<file path="src/rtl/elevator_pkg.sv">
// Shared encodings for the elevator controller: FSM state doubles as the cur_cmd code.
package elevator_pkg;

  typedef enum logic [1:0] {
    IDLE      = 2'b00,
    MOVE_UP   = 2'b01,
    MOVE_DOWN = 2'b10,
    SERVE     = 2'b11
  } state_t;

  localparam logic [1:0] CMD_IDLE  = 2'b00;
  localparam logic [1:0] CMD_UP    = 2'b01;
  localparam logic [1:0] CMD_DOWN  = 2'b10;
  localparam logic [1:0] CMD_SERVE = 2'b11;

endpackage

</file>
<file path="src/rtl/elevator_req_scan.sv">
// Request lookahead: reports whether any pending request lies above, below or at a given floor.
module elevator_req_scan #(
  parameter int N_FLOORS = 8,
  parameter int F_BITS   = $clog2(N_FLOORS)
) (
  input  logic [N_FLOORS-1:0] req,
  input  logic [F_BITS-1:0]   floor,
  output logic                any_above,
  output logic                any_below,
  output logic                at_floor
);

  always_comb begin
    any_above = 1'b0;
    any_below = 1'b0;
    at_floor  = 1'b0;
    for (int i = 0; i < N_FLOORS; i++) begin
      if (i > int'(floor))      any_above = any_above | req[i];
      else if (i < int'(floor)) any_below = any_below | req[i];
      else                      at_floor  = req[i];
    end
  end

endmodule

</file>
<file path="src/rtl/elevator_scan_ctrl.sv">
// SCAN elevator controller: request latches, travel/door timers and the IDLE/MOVE/SERVE FSM.
// Optional door-hold support is compiled in with ELEVATOR_DOOR_HOLD_EN.
module elevator_scan_ctrl
  import elevator_pkg::*;
#(
  parameter int N_FLOORS      = 8,
  parameter int TRAVEL_CYCLES = 4,
  parameter int DOOR_CYCLES   = 6
) (
  input  logic                        clk,
  input  logic                        rst,
  input  logic [N_FLOORS-1:0]         ext_up,
  input  logic [N_FLOORS-1:0]         ext_down,
  input  logic [N_FLOORS-1:0]         ext_floor,
  input  logic                        door_hold,
  output logic [$clog2(N_FLOORS)-1:0] cur_floor,
  output logic [1:0]                  cur_cmd,
  output logic                        doors_open,
  output logic [N_FLOORS-1:0]         u_buttons,
  output logic [N_FLOORS-1:0]         d_buttons,
  output logic [N_FLOORS-1:0]         f_buttons,
  output logic                        dir_up
);

  localparam int F_BITS = $clog2(N_FLOORS);
  localparam int TW     = (TRAVEL_CYCLES > 1) ? $clog2(TRAVEL_CYCLES) : 1;
  localparam int DW     = (DOOR_CYCLES > 1) ? $clog2(DOOR_CYCLES) : 1;
  localparam logic [N_FLOORS-1:0] UP_MASK = {1'b0, {(N_FLOORS-1){1'b1}}};
  localparam logic [N_FLOORS-1:0] DN_MASK = {{(N_FLOORS-1){1'b1}}, 1'b0};

  state_t              state, state_n;
  logic [F_BITS-1:0]   floor_n, scan_floor;
  logic                dir_n;
  logic [TW-1:0]       travel_cnt, travel_n;
  logic [DW-1:0]       door_cnt, door_n;
  logic [N_FLOORS-1:0] up_in, dn_in, sel, clr_u, clr_d, clr_f;
  logic                arrive, any_above, any_below, at_floor;
  logic                hold_act, new_here, clr_here, clr_opp;

  assign up_in  = ext_up & UP_MASK;
  assign dn_in  = ext_down & DN_MASK;
  assign arrive = (travel_cnt == TW'(TRAVEL_CYCLES - 1));

`ifdef ELEVATOR_DOOR_HOLD_EN
  assign hold_act = door_hold;
`else
  logic unused_door_hold;
  assign unused_door_hold = door_hold;
  assign hold_act         = 1'b0;
`endif

  // On an arrival edge the lookahead looks at the floor being reached, otherwise at the car.
  always_comb begin
    scan_floor = cur_floor;
    if (arrive && state == MOVE_UP && cur_floor != F_BITS'(N_FLOORS - 1))
      scan_floor = cur_floor + 1'b1;
    else if (arrive && state == MOVE_DOWN && cur_floor != '0)
      scan_floor = cur_floor - 1'b1;
  end

  elevator_req_scan #(.N_FLOORS(N_FLOORS), .F_BITS(F_BITS)) u_scan (
    .req       (u_buttons | d_buttons | f_buttons),
    .floor     (scan_floor),
    .any_above (any_above),
    .any_below (any_below),
    .at_floor  (at_floor)
  );

  assign new_here = ext_floor[cur_floor] | (dir_up ? up_in[cur_floor] : dn_in[cur_floor]);

  always_comb begin
    state_n  = state;
    floor_n  = cur_floor;
    dir_n    = dir_up;
    travel_n = travel_cnt;
    door_n   = door_cnt;
    clr_here = 1'b0;
    clr_opp  = 1'b0;
    case (state)
      IDLE: begin
        travel_n = '0;
        door_n   = '0;
        if (at_floor) begin
          state_n  = SERVE;
          clr_here = 1'b1;
          clr_opp  = dir_up ? !any_above : !any_below;
        end else if (any_above) begin
          state_n = MOVE_UP;
          dir_n   = 1'b1;
        end else if (any_below) begin
          state_n = MOVE_DOWN;
          dir_n   = 1'b0;
        end
      end
      MOVE_UP: begin
        if (arrive) begin
          travel_n = '0;
          floor_n  = scan_floor;
          if (f_buttons[scan_floor] || u_buttons[scan_floor] || !any_above) begin
            state_n  = SERVE;
            door_n   = '0;
            clr_here = 1'b1;
            clr_opp  = !any_above;
          end
        end else begin
          travel_n = travel_cnt + 1'b1;
        end
      end
      MOVE_DOWN: begin
        if (arrive) begin
          travel_n = '0;
          floor_n  = scan_floor;
          if (f_buttons[scan_floor] || d_buttons[scan_floor] || !any_below) begin
            state_n  = SERVE;
            door_n   = '0;
            clr_here = 1'b1;
            clr_opp  = !any_below;
          end
        end else begin
          travel_n = travel_cnt + 1'b1;
        end
      end
      SERVE: begin
        // Same-direction requests at this floor are absorbed for the whole stop.
        clr_here = 1'b1;
        if (new_here || hold_act) begin
          door_n = '0;
        end else if (door_cnt == DW'(DOOR_CYCLES - 1)) begin
          door_n   = '0;
          travel_n = '0;
          if (dir_up && any_above)       state_n = MOVE_UP;
          else if (!dir_up && any_below) state_n = MOVE_DOWN;
          else if (any_above) begin
            state_n = MOVE_UP;
            dir_n   = 1'b1;
          end else if (any_below) begin
            state_n = MOVE_DOWN;
            dir_n   = 1'b0;
          end else begin
            state_n = IDLE;
          end
        end else begin
          door_n = door_cnt + 1'b1;
        end
      end
      default: state_n = IDLE;
    endcase
  end

  assign sel   = N_FLOORS'(1) << scan_floor;
  assign clr_f = clr_here ? sel : '0;
  assign clr_u = ((clr_here && dir_up) || (clr_opp && !dir_up)) ? sel : '0;
  assign clr_d = ((clr_here && !dir_up) || (clr_opp && dir_up)) ? sel : '0;

  always_ff @(posedge clk) begin
    if (rst) begin
      state      <= IDLE;
      cur_floor  <= '0;
      dir_up     <= 1'b1;
      travel_cnt <= '0;
      door_cnt   <= '0;
      u_buttons  <= '0;
      d_buttons  <= '0;
      f_buttons  <= '0;
    end else begin
      state      <= state_n;
      cur_floor  <= floor_n;
      dir_up     <= dir_n;
      travel_cnt <= travel_n;
      door_cnt   <= door_n;
      u_buttons  <= (u_buttons | up_in) & ~clr_u;
      d_buttons  <= (d_buttons | dn_in) & ~clr_d;
      f_buttons  <= (f_buttons | ext_floor) & ~clr_f;
    end
  end

  assign cur_cmd    = state;
  assign doors_open = (state == SERVE);

endmodule

</file>
<file path="config.mk">
export PLATFORM = sky130hd
export DESIGN_NAME = elevator_scan_ctrl
export DESIGN_NICKNAME = d
export VERILOG_FILES = /design/src/rtl/elevator_pkg.sv /design/src/rtl/elevator_req_scan.sv /design/src/rtl/elevator_scan_ctrl.sv
export SDC_FILE = /design/constraint.sdc
export NUM_CORES = 1
export LEC_CHECK = 0
export CAP_MARGIN = 20
export CELL_PAD_IN_SITES_DETAIL_PLACEMENT = 1
export CELL_PAD_IN_SITES_GLOBAL_PLACEMENT = 1
export CORE_UTILIZATION = 30
export DETAILED_ROUTE_END_ITERATION = 8
export PLACE_DENSITY_LB_ADDON = 0.1
export SETUP_SLACK_MARGIN = 0.4
export SLEW_MARGIN = 20
export SYNTH_ARGS = -nofsm -noshare
export SYNTH_HDL_FRONTEND = slang
export SYNTH_HIERARCHICAL = 1
export SYNTH_SLANG_ARGS = --single-unit
export TNS_END_PERCENT = 30
</file>
<file path="constraint.sdc">
create_clock -name clk -period 4.9 [get_ports clk]
set_input_delay 0.98 -clock clk [delete_from_list [all_inputs] [get_ports clk]]
set_output_delay 0.98 -clock clk [all_outputs]
set_load 0.005 [all_outputs]
</file>
# == Word level (Yosys, flattened, before mapping) ==
# Cells that the tools add are included.
# word_totals
output_inout_bits,31
ff_bits,35
elab_cells,195
input_bits,27
# classes
eq_ne,16
n_shift,1
muxes,98
reduce_logical,28
n_lt_le_gt_ge,16
bitwise,24
add_sub_neg,4
# ops
operator,count
$mux W1,59
$mux W2,16
$or A8 B8 Y8,4
$and A8 B8 Y8,3
$mux W3,8
$mux W8,3
$not A8 Y8,3
$bmux W1 S3,6
$or A1 B1 Y1,13
$gt A3 B3 Y1 const A,4
$ne A2 B2 Y1 const B,6
$pmux W3 S4,1
$logic_and A1 B1 Y1,10
$lt A3 B3 Y1 const A,3
$lt A3 B4 Y1 const B,2
$or A8 B7 Y8,1
$pmux W2 S4,1
$shl A1 B3 Y8 const A,1
$reduce_and A7 Y1,1
$add A3 B1 Y3 const B,2
$eq A2 B2 Y1 const B,3
$gt A2 B3 Y1 const A,2
$logic_or A1 B1 Y1,6
$lt A1 B3 Y1 const A,2
other kinds (21),27

# == Logic depth before layout (Yosys ltp) ==
# depth
word_depth,35
depth_mapped,20
mapped_depth_nobuf,16

# == Hierarchy ==
# The synthesis kept the hierarchy.
# by_module_without_submodules
mod,seq_area_each_um2,cells_per_inst,instances,area_per_inst_um2
elevator_scan_ctrl,700.7,326,1,2635.0
elevator_req_scan,0.0,23,1,175.2

# == Worst setup path before layout ==
# OpenSTA, ideal clock, no wires.
# synth_timing
kind,flip-flop to flip-flop
start,reg cur_floor[0]
end,reg door_cnt[1]
required_ps,4830
arrival_ps,3797
setup_ps,70
path_slack_ps,1032
path_stages_with_launch,19
n_path_buf,4
cell_sequence,dfxtp_1 -> buf_2 -> inv_1 -> ha_1 -> or4_1 -> a31o_1 -> buf_6 -> clkinv_4 -> clkbuf_1 -> nand2_1 -> a211oi_1 -> o22ai_1 -> clkbuf_1 -> nand2_1 -> nand2_1 -> o21ai_0 -> o22ai_2 -> or4b_1 -> a21oi_1
# synth_between
elab_cells_between_ends,79
cone_classes,add/sub: 2; order compare: 14; eq/ne: 3; mux: 37; bitwise: 13; reduce/logical: 10
# synth_rtl
element,line,source
from (decl),elevator_scan_ctrl.sv:16,"output logic [$clog2(N_FLOORS)-1:0] cur_floor,"
from (signal assigned),elevator_scan_ctrl.sv:167,cur_floor <= floor_n;
branches (longest 3 deep; another with $sub A3 B1 Y3),--,
$mux W3 (*),elevator_scan_ctrl.sv:55,if (arrive && state == MOVE_UP && cur_floor != F_BITS'(N_FLOORS - 1))
net scan_floor[2],elevator_scan_ctrl.sv:32,"logic [F_BITS-1:0] floor_n, scan_floor;"
$gt A1 B3 Y1,elevator_req_scan.sv:18,if (i > int'(floor)) any_above = any_above | req[i];
$mux W1,elevator_req_scan.sv:18,
$or A1 B1 Y1,elevator_req_scan.sv:18,
$mux W1,elevator_req_scan.sv:18,
$or A1 B1 Y1,elevator_req_scan.sv:18,
[6 not listed],--,
$mux W1,elevator_req_scan.sv:18,
$or A1 B1 Y1,elevator_req_scan.sv:18,
$mux W1 (*),elevator_req_scan.sv:18,
net any_above,elevator_scan_ctrl.sv:37,"logic arrive, any_above, any_below, at_floor;"
$logic_not A1 Y1 (*),elevator_scan_ctrl.sv:99,if (f_buttons[scan_floor] || u_buttons[scan_floor] || !any_above) begin
$logic_or A1 B1 Y1 (*),elevator_scan_ctrl.sv:99,
$ne A2 B1 Y1 (no source line) (*),--,
$reduce_and A4 Y1 (no source line) (*),--,
to (signal assigned),elevator_scan_ctrl.sv:170,door_cnt <= door_n;
to (decl),elevator_scan_ctrl.sv:35,"logic [DW-1:0] door_cnt, door_n;"
# Mark *: on every way through the listed nets, which the timed path passes. The select of a mux whose other input is x is not followed.
# A chain may end at the register's enable or synchronous reset.

# == Worst setup path after layout ==
# layout_timing
start,reg cur_floor[0]
end,reg d_buttons[4]
# layout_between
elab_cells_between_ends,100
cone_classes,add/sub: 2; order compare: 14; eq/ne: 1; shift: 1; mux: 56; bitwise: 14; reduce/logical: 12
# layout_rtl
element,line,source
branches (longest 3 deep; another with $sub A3 B1 Y3),--,
$mux W3 (*),elevator_scan_ctrl.sv:55,
net scan_floor[0],elevator_scan_ctrl.sv:32,
$lt A1 B3 Y1,elevator_req_scan.sv:19,else if (i < int'(floor)) any_below = any_below | req[i];
$mux W1 (2 in a row),elevator_req_scan.sv:19,
$mux W1,elevator_req_scan.sv:18,
$mux W1,elevator_req_scan.sv:19,
$mux W1,elevator_req_scan.sv:18,
[9 not listed],--,
net at_floor,elevator_scan_ctrl.sv:37,
$mux W1,elevator_scan_ctrl.sv:83,if (at_floor) begin
$pmux W1 S4 or $pmux W1 S3 (tied branches),elevator_scan_ctrl.sv:79,case (state)
$logic_and A1 B1 Y1,elevator_scan_ctrl.sv:153,assign clr_d = ((clr_here && !dir_up) || (clr_opp && dir_up)) ? sel : '0;
$logic_or A1 B1 Y1 (*),elevator_scan_ctrl.sv:153,
$mux W8 (*),elevator_scan_ctrl.sv:153,
$not A8 Y8 (*),elevator_scan_ctrl.sv:172,d_buttons <= (d_buttons | dn_in) & ~clr_d;
$and A8 B8 Y8 (*),elevator_scan_ctrl.sv:172,
to (signal assigned),elevator_scan_ctrl.sv:172,
to (decl),elevator_scan_ctrl.sv:20,"output logic [N_FLOORS-1:0] d_buttons,"
# Marked as above.

==> metrics.txt <==
status=completed; cts bufs inserted=5; core area=0.00889 mm²; r2r setup slk=810 ps; Cell variety after synth=68; critical path launch point type=flip-flop; asr flop ratio synth=0%; Area after DPL=0.00341 mm²; crit-path max FO=12; GPL Wtd Cong=0.824; switching power=0.000474 W; clock insertion delay at the later pin of the skew report=290 ps; syn_nets=386; Cells on Worst Hold Path=2; max_slew headroom=38.9%; Min-Delay Startpoint=travel_cnt[1]$_SDFFE_PP0P_; beginning of the critical path=cur_floor[0]$_SDFFE_PP0P_; # IOs=58; chip width=98.8 µm; Final WS setup=815 ps; worst reg2reg startpoint=cur_floor[0]$_SDFFE_PP0P_; Syn. warnings=6; main flop type after synthesis=dfxtp_1; final setup violation count=0; initial antenna violation count=0; Root Buffer=clkbuf_8; Syn Area/Cell=8.05 µm²; clock power share=21.1%; n_diodes=0; fillers=1060; Data required, critical path=5120 ps; total global routing overflow=0; Clock Sinks=35; crit path DAT=4310 ps; # rows=34; initial core utilization=31.6%; PD cells=317 mW/mm²; end of the worst hold path=travel_cnt[1]$_SDFFE_PP0P_; drt total wl=11.1 mm; Synth area leaders=dfxtp_1 25%, a31oi_1 4.7%, o221ai_1 4.7%; Worst Hold Class=flip-flop to flip-flop; WL/cell=21.9 µm; worst-margin pin slew=913 ps; footprint of the multi-input gates=0.00193 mm²; fin cells=505; Total GRT Usage=23.1%; final core utilization=39.7%; Cells after DPL=495; area grow syn2layout=25.6%; register share of total power=32.0%; vias=3025; CP Class=flip-flop to flip-flop; Seq/Total Area, Yosys=24.9%; RR Endpoint=d_buttons[4]$_SDFF_PP0_; Setup TNS=0 ps; vias in the first global route=2996; H-tree Lvls=2; Port Buffers=54; fin crit share=83.4%; Cell Area, Synth=0.00281 mm²; endpoints failing hold=0; Setup WS pre-CTS=720 ps; Logic pwr share=46.9%; leakage power=1.28 nW; sequential cell area=701 µm²; Max clock buf depth=2; number of synthesized flops with an enable pin=0; Worst Reg-to-Reg Cells=11; most common cell in the netlist=dfxtp_1; Commonest cells post-synth=35 x dfxtp_1, 34 x nand2_1, 34 x nor2_1; top cell type's share of synthesized area=24.9%; switching part of the total=42.4%; CP endpoint kind=flip-flop; drt pass-1 iters=4; # hold bufs at CTS=0; fin area=0.00353 mm²; DRC Markers=0; DR iter-0 viols=204; global-route wire length before repair=17.3 mm; Int Power=0.000644 W; unrepaired setup endpoints after global routing=false; Detailed Place HPWL=8.50 mm; Tmin final=4090 ps; Max VDD drop=0.212 mV; Final Max Tran Viols=0; post-synthesis cell count=349; layout cells sized above 1=9.32%; Yosys reg bits=35; Final ANT Viol Nets=0; die footprint=0.00976 mm²; largest net degree at the start of global routing=25; layout net count=433; final setup skew=6.17 ps; CTS tree=done; CTS clk-pin slew, worst paths=80 ps; die height=98.8 µm; most area-hungry cell type in the Yosys netlist=dfxtp_1; Fmax achieved=0.245 GHz; Vias/cell=5.99; max_cap viols=0
-- registers in the layout, indices dropped and copies added (netlist names) --
name        count
d_buttons       8
f_buttons       8
u_buttons       8
cur_floor       3
door_cnt        3
cur_cmd         2
travel_cnt      2
dir_up          1
-- power by group through the flow --
stage / combinational, W / sequential [W] / clock (W)
after global routing: 0.000572 / 0.000361 / 0.000250
after CTS: 0.000520 / 0.000356 / 0.000241
final: 0.000525 / 0.000357 / 0.000236
after global placement: 0.000509 / 0.000362 / 0
after floorplan: 0.000344 / 0.000348 / 0
after detailed placement: 0.000518 / 0.000363 / 0
-- layout by cell type, fill, tap and decap left out, types with 6 or more instances in the layout --
cell and count:
mux2i_1 13, clkdlybuf4s50_1 54, o221ai_1 15, a311oi_1 8, nand2_1 34, nand3_1 11
inv_1 16, clkbuf_8 6, buf_4 7, nor2_1 34, dfxtp_1 35, ha_1 10
o21ai_0 12, or3_1 8, a21oi_1 18, a211oi_1 9, a31oi_1 21, o211ai_1 7
-- through the flow --
step	hold slack [ps]	power (W)
final	464	0.00112
after global routing	495	0.00118
after detailed placement	457	0.000881
after CTS	469	0.00112
after floorplan	436	0.000691
after global placement	445	0.000871
-- layout make-up --
| cell class | count | share of cell area [%] |
|---|---|---|
| clock buffer | 6 | 2.34 |
| clock inverter | 2 | 0.461 |
| inverter | 19 | 2.16 |
| multi-input combinational | 274 | 54.6 |
| sequential | 35 | 19.9 |
| tap | 108 | 3.83 |
| timing repair buffer | 61 | 16.8 |
-- critical path, cell delays in order, from the launching register on --
cell and delay [ps]:
dfxtp_1 340, inv_1 260, ha_1 240, nor2b_1 280
o21ai_1 230, xnor2_2 350, clkinv_1 290, mux4_1 500
mux2_2 370, nand2b_1 470, and2_1 450, a31oi_1 220
-- how the worst max path moves through the flow --
stage	slack [ps]	to	depth (start not counted)
floorplan	1030	door_cnt[1]$_SDFFE_PP0P_	18
global placement	720	u_buttons[6]$_SDFF_PP0_	11
detailed placement	720	d_buttons[0]$_SDFF_PP0_	11
CTS	680	d_buttons[0]$_SDFF_PP0_	11
global route	450	f_buttons[0]$_SDFF_PP0_	14
finish	810	d_buttons[4]$_SDFF_PP0_	11
-- per-layer routing --
metal	vias to the layer above	global-route usage, %	wire, µm
li1	1436	-	-
met1	1506	32.4	5260
met2	73	37.2	5100
met3	10	2.98	558
met4	0	5.86	158
met5	-	0	0
-- what timing repair did --
action | 4_1_cts | 5_1_grt
buffers inserted | 0 | 2
gates resized for setup | 0 | 1
endpoints found under the setup margin | 0 | 17
-- cell families (layout without fill, tap and decap cells) --
group / Yosys count / after routing / share of synthesized area, %
buffers and inverters: 40 / 88 / 6.72
adder cells (fa/ha/maj): 10 / 10 / 4.45
AND/OR/NAND/NOR: 120 / 120 / 21.9
multiplexers: 19 / 19 / 8.90
flip-flops: 35 / 35 / 24.9
XOR/XNOR: 2 / 2 / 0.891
AO/OA/AOI/OAI: 123 / 123 / 32.2
No activity file was read; power rests on OpenSTA's default activity.
